**config.mk**
```make
export PLATFORM = sky130hd
export DESIGN_NAME = furv_rf_sb
export DESIGN_NICKNAME = d
export VERILOG_FILES = /design/src/rtl/furv_pkg.sv /design/src/rtl/furv_sb_counter.sv /design/src/rtl/furv_rf_sb.sv
export SDC_FILE = /design/constraint.sdc
export NUM_CORES = 2
export LEC_CHECK = 0
export BUFFER_PORTS_ARGS = -buffer_cell sky130_fd_sc_hd__buf_2
export CORE_AREA = 2 2 419 421
export DETAILED_ROUTE_END_ITERATION = 10
export DIE_AREA = 0 0 421 423
export PLACE_DENSITY = 0.65
export SLEW_MARGIN = 0
export SYNTH_ARGS = -nofsm -noshare
export SYNTH_HDL_FRONTEND = slang
export SYNTH_SLANG_ARGS = --single-unit
```
**constraint.sdc**
```tcl
create_clock -name clk -period 40.9 [get_ports clk]
set_input_delay 2.045 -clock clk [delete_from_list [all_inputs] [get_ports clk]]
set_output_delay 2.045 -clock clk [all_outputs]
set_load 0.005 [all_outputs]
```
**src/rtl/furv_pkg.sv**
```systemverilog
// Shared definitions for the furv core: default data width, register index type
// and the hard-wired zero register.
package furv_pkg;

  localparam int FURV_XLEN  = 32;
  localparam int FURV_NREGS = 32;
  localparam int FURV_IDXW  = $clog2(FURV_NREGS);

  typedef logic [FURV_IDXW-1:0] reg_idx_t;

  localparam reg_idx_t X0 = '0;

endpackage

```
**src/rtl/furv_sb_counter.sv**
```systemverilog
// One scoreboard pending-write counter: +inc, -dec per cycle, clamped to
// [0, 2^CNTW-1], cleared by flush. sat marks that no further lock may be taken.
module furv_sb_counter #(
  parameter int CNTW = 2,
  parameter int DECW = 2
) (
  input  logic            clk,
  input  logic            rst,
  input  logic            inc,
  input  logic [DECW-1:0] dec,
  input  logic            flush,
  output logic [CNTW-1:0] cnt,
  output logic            sat
);

  localparam int SW = ((CNTW > DECW) ? CNTW : DECW) + 1;
  localparam logic [SW-1:0] CNT_MAX = SW'({CNTW{1'b1}});

  logic [SW-1:0] up;
  logic [SW-1:0] dn;
  logic [SW-1:0] nxt;

  // Clamp at zero so a stray release after a flush cannot wrap the counter.
  always_comb begin
    up  = SW'(cnt) + SW'(inc);
    dn  = SW'(dec);
    nxt = '0;
    if (flush || dn >= up) nxt = '0;
    else if (up - dn > CNT_MAX) nxt = CNT_MAX;
    else nxt = up - dn;
  end

  // NOTE: state updates use non-blocking assignments so every counter samples
  // the same pre-edge values regardless of evaluation order.
  always_ff @(posedge clk or posedge rst) begin
    if (rst) cnt <= '0;
    else     cnt <= CNTW'(nxt);
  end

  assign sat = &cnt;

endmodule

```
**src/rtl/furv_rf_sb.sv**
```systemverilog
// furv register file with counting scoreboard: NRD bypassed read ports with
// ready flags, one lock port, NWB prioritised writeback/release ports, flush.
module furv_rf_sb
  import furv_pkg::*;
#(
  parameter int XLEN  = FURV_XLEN,
  parameter int NREGS = FURV_NREGS,
  parameter int NRD   = 2,
  parameter int NWB   = 2,
  parameter int CNTW  = 2,
  localparam int IDXW = $clog2(NREGS)
) (
  input  logic                 clk,
  input  logic                 rst,
  input  logic [NRD*IDXW-1:0]  de_rs_index,
  output logic [NRD*XLEN-1:0]  rf_rs,
  output logic [NRD-1:0]       rf_rs_ready,
  input  logic [IDXW-1:0]      de_lock_rd,
  input  logic                 de_lock_valid,
  output logic                 rf_lock_ok,
  input  logic                 stall_i,
  input  logic                 flush_i,
  input  logic [NWB*IDXW-1:0]  wb_rel_rd,
  input  logic [NWB*XLEN-1:0]  wb_rd_value,
  input  logic [NWB-1:0]       wb_rd_ready,
  output logic [NREGS-1:0]     rf_busy
);

  localparam int NRW = $clog2(NWB + 1);
  localparam logic [IDXW-1:0] ZERO_IDX = IDXW'(X0);

  logic [XLEN-1:0]              regs [NREGS];
  logic [NREGS-1:0][CNTW-1:0]   cnt;
  logic [NREGS-1:0]             sat;
  logic [NRW-1:0]               nrel [NREGS];
  logic [IDXW-1:0]              wb_idx [NWB];
  logic [XLEN-1:0]              wb_val [NWB];
  logic [NWB-1:0]               rel;
  logic                         lk;

  for (genvar j = 0; j < NWB; j++) begin : g_wb
    assign wb_idx[j] = wb_rel_rd[j*IDXW +: IDXW];
    assign wb_val[j] = wb_rd_value[j*XLEN +: XLEN];
    assign rel[j]    = wb_rd_ready[j] && (wb_idx[j] != ZERO_IDX);
  end

  always_comb begin
    for (int i = 0; i < NREGS; i++) begin
      nrel[i] = '0;
      for (int j = 0; j < NWB; j++)
        if (rel[j] && wb_idx[j] == IDXW'(i)) nrel[i] = nrel[i] + NRW'(1);
    end
  end

  assign rf_lock_ok = (de_lock_rd == ZERO_IDX) || !sat[de_lock_rd];
  assign lk = de_lock_valid && !stall_i && rf_lock_ok && (de_lock_rd != ZERO_IDX);

  assign cnt[0] = '0;
  assign sat[0] = 1'b0;
  for (genvar i = 1; i < NREGS; i++) begin : g_cnt
    furv_sb_counter #(.CNTW(CNTW), .DECW(NRW)) u_cnt (
      .clk   (clk),
      .rst   (rst),
      .inc   (lk && de_lock_rd == IDXW'(i)),
      .dec   (nrel[i]),
      .flush (flush_i),
      .cnt   (cnt[i]),
      .sat   (sat[i])
    );
  end

  for (genvar i = 0; i < NREGS; i++) begin : g_busy
    assign rf_busy[i] = |cnt[i];
  end

  // NOTE: the value array is reset explicitly because reads of never-written
  // registers must return 0; this rules out mapping it onto a RAM macro.
  // Ascending port order means the last NBA, i.e. the highest port, wins.
  always_ff @(posedge clk or posedge rst) begin
    if (rst) begin
      for (int i = 0; i < NREGS; i++) regs[i] <= '0;
    end else begin
      for (int j = 0; j < NWB; j++)
        if (rel[j]) regs[wb_idx[j]] <= wb_val[j];
    end
  end

  for (genvar k = 0; k < NRD; k++) begin : g_rd
    logic [IDXW-1:0] idx;
    logic [XLEN-1:0] val;

    assign idx = de_rs_index[k*IDXW +: IDXW];

    always_comb begin
      val = regs[idx];
      for (int j = 0; j < NWB; j++)
        if (rel[j] && wb_idx[j] == idx) val = wb_val[j];
    end

    assign rf_rs[k*XLEN +: XLEN] = val;
    // Ready once the writes arriving this cycle cover every pending lock.
    assign rf_rs_ready[k] = (idx == ZERO_IDX) || (int'(cnt[idx]) <= int'(nrel[idx]));
  end

endmodule

```
==> qor.yml <==
run_status: "complete, no violations"
maximum_level_of_the_cts_h_tree: 3
fp-row-count: 153
remaining_drc_errors: 0
number_of_hold_slack_violations_in_the_final_timing_report: 0
die_area_um2: 178000
clk_path_buf_depth: 3
detailed_place_hpwl_um: 191000
detail_route.first_pass.iterations: 10
wire_length_of_the_first_global_routing_pass_um: 448000
total_power_uw: 3560
critical_path.reg2reg.startpoint: "g_cnt[10].u_cnt.cnt[1]$_DFF_PP0_"
vias_in_the_first_global_route: 63200
fin_skew_ps: 34.8
cts-resized-gates: 0
holdCritPathClass: "flip-flop to flip-flop"
timing.max_cap.violations: 0
starting_density_of_the_core: 0.428
cp_data_arrival_time_ps: 7160
final_layout_fill_cell_count: 16100
flow.area_growth_from_synthesis_pct: 7.48
syn_area_per_cell_um2: 9.39
synth_area_leaders: "sky130_fd_sc_hd__dfrtp_1 37%, sky130_fd_sc_hd__mux2i_1 13%, sky130_fd_sc_hd__mux4_2 10%"
reg2reg_depth: 13
ir_drop_uv: 44.5
die_w_um: 421
io-pin-count: 195
setup_total_negative_slack_ps: 0
timing_worst_setup_path_type: "input pin to output port"
endpoint_kind: "output port"
coreArea_um2: 173000
path_clk_slew_ps: 60
layout_nets: 7757
clkSinkCount: 1086
vias: 65700
ys_async_sr_fraction: 1.00
worst_pin_slew_ps: 1320
timing.final.crit_period_ps: 9200
detail_route.wl_per_cell_um: 31.3
placement.io_buffers: 193
antenna_found_initial: 49
clock-root-buffer: "sky130_fd_sc_hd__clkbuf_16"
cell_accounting_for_the_most_synthesized_area: "sky130_fd_sc_hd__dfrtp_1"
grt_remaining_overflow: 0
height_of_the_chip_um: 423
globalRouteTotalUtil: 0.339
cts_tree: "built"
synth_top_flop_cell: "sky130_fd_sc_hd__dfrtp_1"
place.gp.congestion: 0.987
cell_count_after_synthesis: 7903
setup_repair_after_global_routing_missed_its_margin: "false"
regToRegEndpoint: "g_cnt[2].u_cnt.cnt[0]$_DFF_PP0_"
post_layout_nonfiller_instances: 9917
yosys.cell_types.count: 69
critical_path.startpoint_type: "input pin"
cts_inserted_buffers: 117
final_setup_vio_count: 0
power.density_cell_area_nw_per_um2: 44.6
hold-worst-slack_ps: 399
final_core_utilization: 0.460
critical_path.max_fanout: 74
hold_buffers: 0
proportion_of_netlist_area_held_by_the_largest_area_contributor: 0.366
mappedNetlistArea_um2: 74200
detail_route.vias_per_cell: 6.63
hold-path-cell-count: 0
clk-insertion-delay-late_ps: 790
number_of_instances_in_the_placed_design: 9676
drt.antenna.violating_nets: 0
synth_enable_flop_cells: 0
static-leakage-power_uw: 0.0346
worst_ep_required_time_ps: 38850
final_max_slew_viol_count: 0
max-slew-margin-rel: 0.119
wirelength_um: 310000
postCtsSetupRepairBufs: 0
ys_warn_count: 0
timing.hold.worst_endpoint: "regs[1007]$_DFF_PP0_"
maxClockFrequency_mhz: 109
timing.hold.worst.start: "regs[1007]$_DFF_PP0_"
setup_slack_on_the_worst_flop_to_flop_path_ps: 37180
ys_ff_latch: 1086
yosysSeqAreaShare: 0.366
final.period_utilization: 0.225
drive_gt1_frac: 0.158
grt_max_degree: 155
initialDrtViolationCount: 10200
[cell type report]
cell class / count / area [um^2] / share of cell area
multi-input combinational: 5704 / 42700 / 0.535
clock buffer: 158 / 3300 / 0.0414
clock inverter: 52 / 642 / 0.00805
antenna: 31 / 77.6 / 0.000973
inverter: 232 / 878 / 0.0110
sequential: 1086 / 27200 / 0.341
tap: 2325 / 2910 / 0.0365
timing repair buffer: 329 / 2100 / 0.0264
[metal layers]
layer | vias up | wire, um | track usage
li1 | 27300 | - | -
met1 | 31900 | 111000 | 0.416
met2 | 5045 | 132000 | 0.489
met3 | 1439 | 40000 | 0.111
met4 | 34 | 27000 | 0.265
met5 | - | 242 | 0
[report_power, final]
part / internal [uW] / switching, uW / total [uW]
sequential: 1320 / 218 / 1540
clock: 635 / 495 / 1130
combinational: 408 / 476 / 883
total: 2370 / 1190 / 3560
[worst max-delay path by stage]
stage | depth (start not counted) | slack, ps | startpoint | end
2_1_floorplan | 1 | 8280 | rst | g_cnt[10].u_cnt.cnt[0]$_DFF_PP0_
3_3_place_gp | 11 | 31810 | de_rs_index[5] | rf_rs[34]
3_5_place_dp | 11 | 31860 | de_rs_index[5] | rf_rs[34]
4_1_cts | 11 | 31840 | de_rs_index[5] | rf_rs[34]
5_1_grt | 11 | 31690 | de_rs_index[5] | rf_rs[34]
6_report | 11 | 31700 | de_rs_index[5] | rf_rs[34]
[critical path, cell delays in order]
cell                       delay (ps)
sky130_fd_sc_hd__buf_8            460
sky130_fd_sc_hd__buf_4            850
sky130_fd_sc_hd__buf_12           560
sky130_fd_sc_hd__buf_4            540
sky130_fd_sc_hd__nor2_4           200
sky130_fd_sc_hd__buf_4            420
sky130_fd_sc_hd__a22o_1           290
sky130_fd_sc_hd__o21ai_0          170
sky130_fd_sc_hd__o211ai_1         140
sky130_fd_sc_hd__a31oi_1          980
sky130_fd_sc_hd__buf_2            290
[Yosys cell counts, drive strengths merged (37+ instances only)]
| cell type | count |
|---|---|
| nand2 | 1105 |
| dfrtp | 1086 |
| mux2i | 973 |
| o21ai | 866 |
| nor2 | 610 |
| clkbuf | 558 |
| a21oi | 541 |
| mux4 | 339 |
| buf | 325 |
| o22ai | 258 |
| inv | 224 |
| mux2 | 199 |
| ha | 129 |
| a31oi | 107 |
| a221oi | 75 |
| fa | 62 |
| o211ai | 59 |
| o21a | 54 |
| nand3 | 39 |
| or2 | 37 |
| xor2 | 37 |
[cells by family after synthesis]
logic type,count (synthesis),synth area share
muxes,1511,0.264
adders and majority gates,191,0.0385
DFF,1086,0.366
xor gates and xnor gates,51,0.00602
AOI/OAI and AO/OA,2054,0.158
and+or+nand+nor,1894,0.102
other,1,0.0000505
buffers and inverters,1115,0.0648
[sequential cells by signal (all words and copies together) (netlist names)]
signal,count
g_cnt.u_cnt.cnt,62
regs,1024
[per-stage QoR]
step / setup slack (ps) / cell area [um^2]
global placement: 31810 / 75700
detailed placement: 31860 / 75700
global route: 31690 / 79700
floorplan: 8280 / 74200
CTS: 31840 / 79700
finish: 31700 / 79700
[cells in the final DEF, fill, tap and decap left out, types with 185 or more instances in the layout]
| cell type | count |
|---|---|
| sky130_fd_sc_hd__nor2_1 | 581 |
| sky130_fd_sc_hd__buf_2 | 185 |
| sky130_fd_sc_hd__mux2i_1 | 973 |
| sky130_fd_sc_hd__nand2_1 | 1069 |
| sky130_fd_sc_hd__o22ai_1 | 258 |
| sky130_fd_sc_hd__mux2_2 | 199 |
| sky130_fd_sc_hd__a21oi_1 | 541 |
| sky130_fd_sc_hd__dfrtp_1 | 1086 |
| sky130_fd_sc_hd__mux4_2 | 339 |
| sky130_fd_sc_hd__o21ai_0 | 829 |
| sky130_fd_sc_hd__inv_1 | 221 |
No activity file was read; power rests on OpenSTA's default activity.
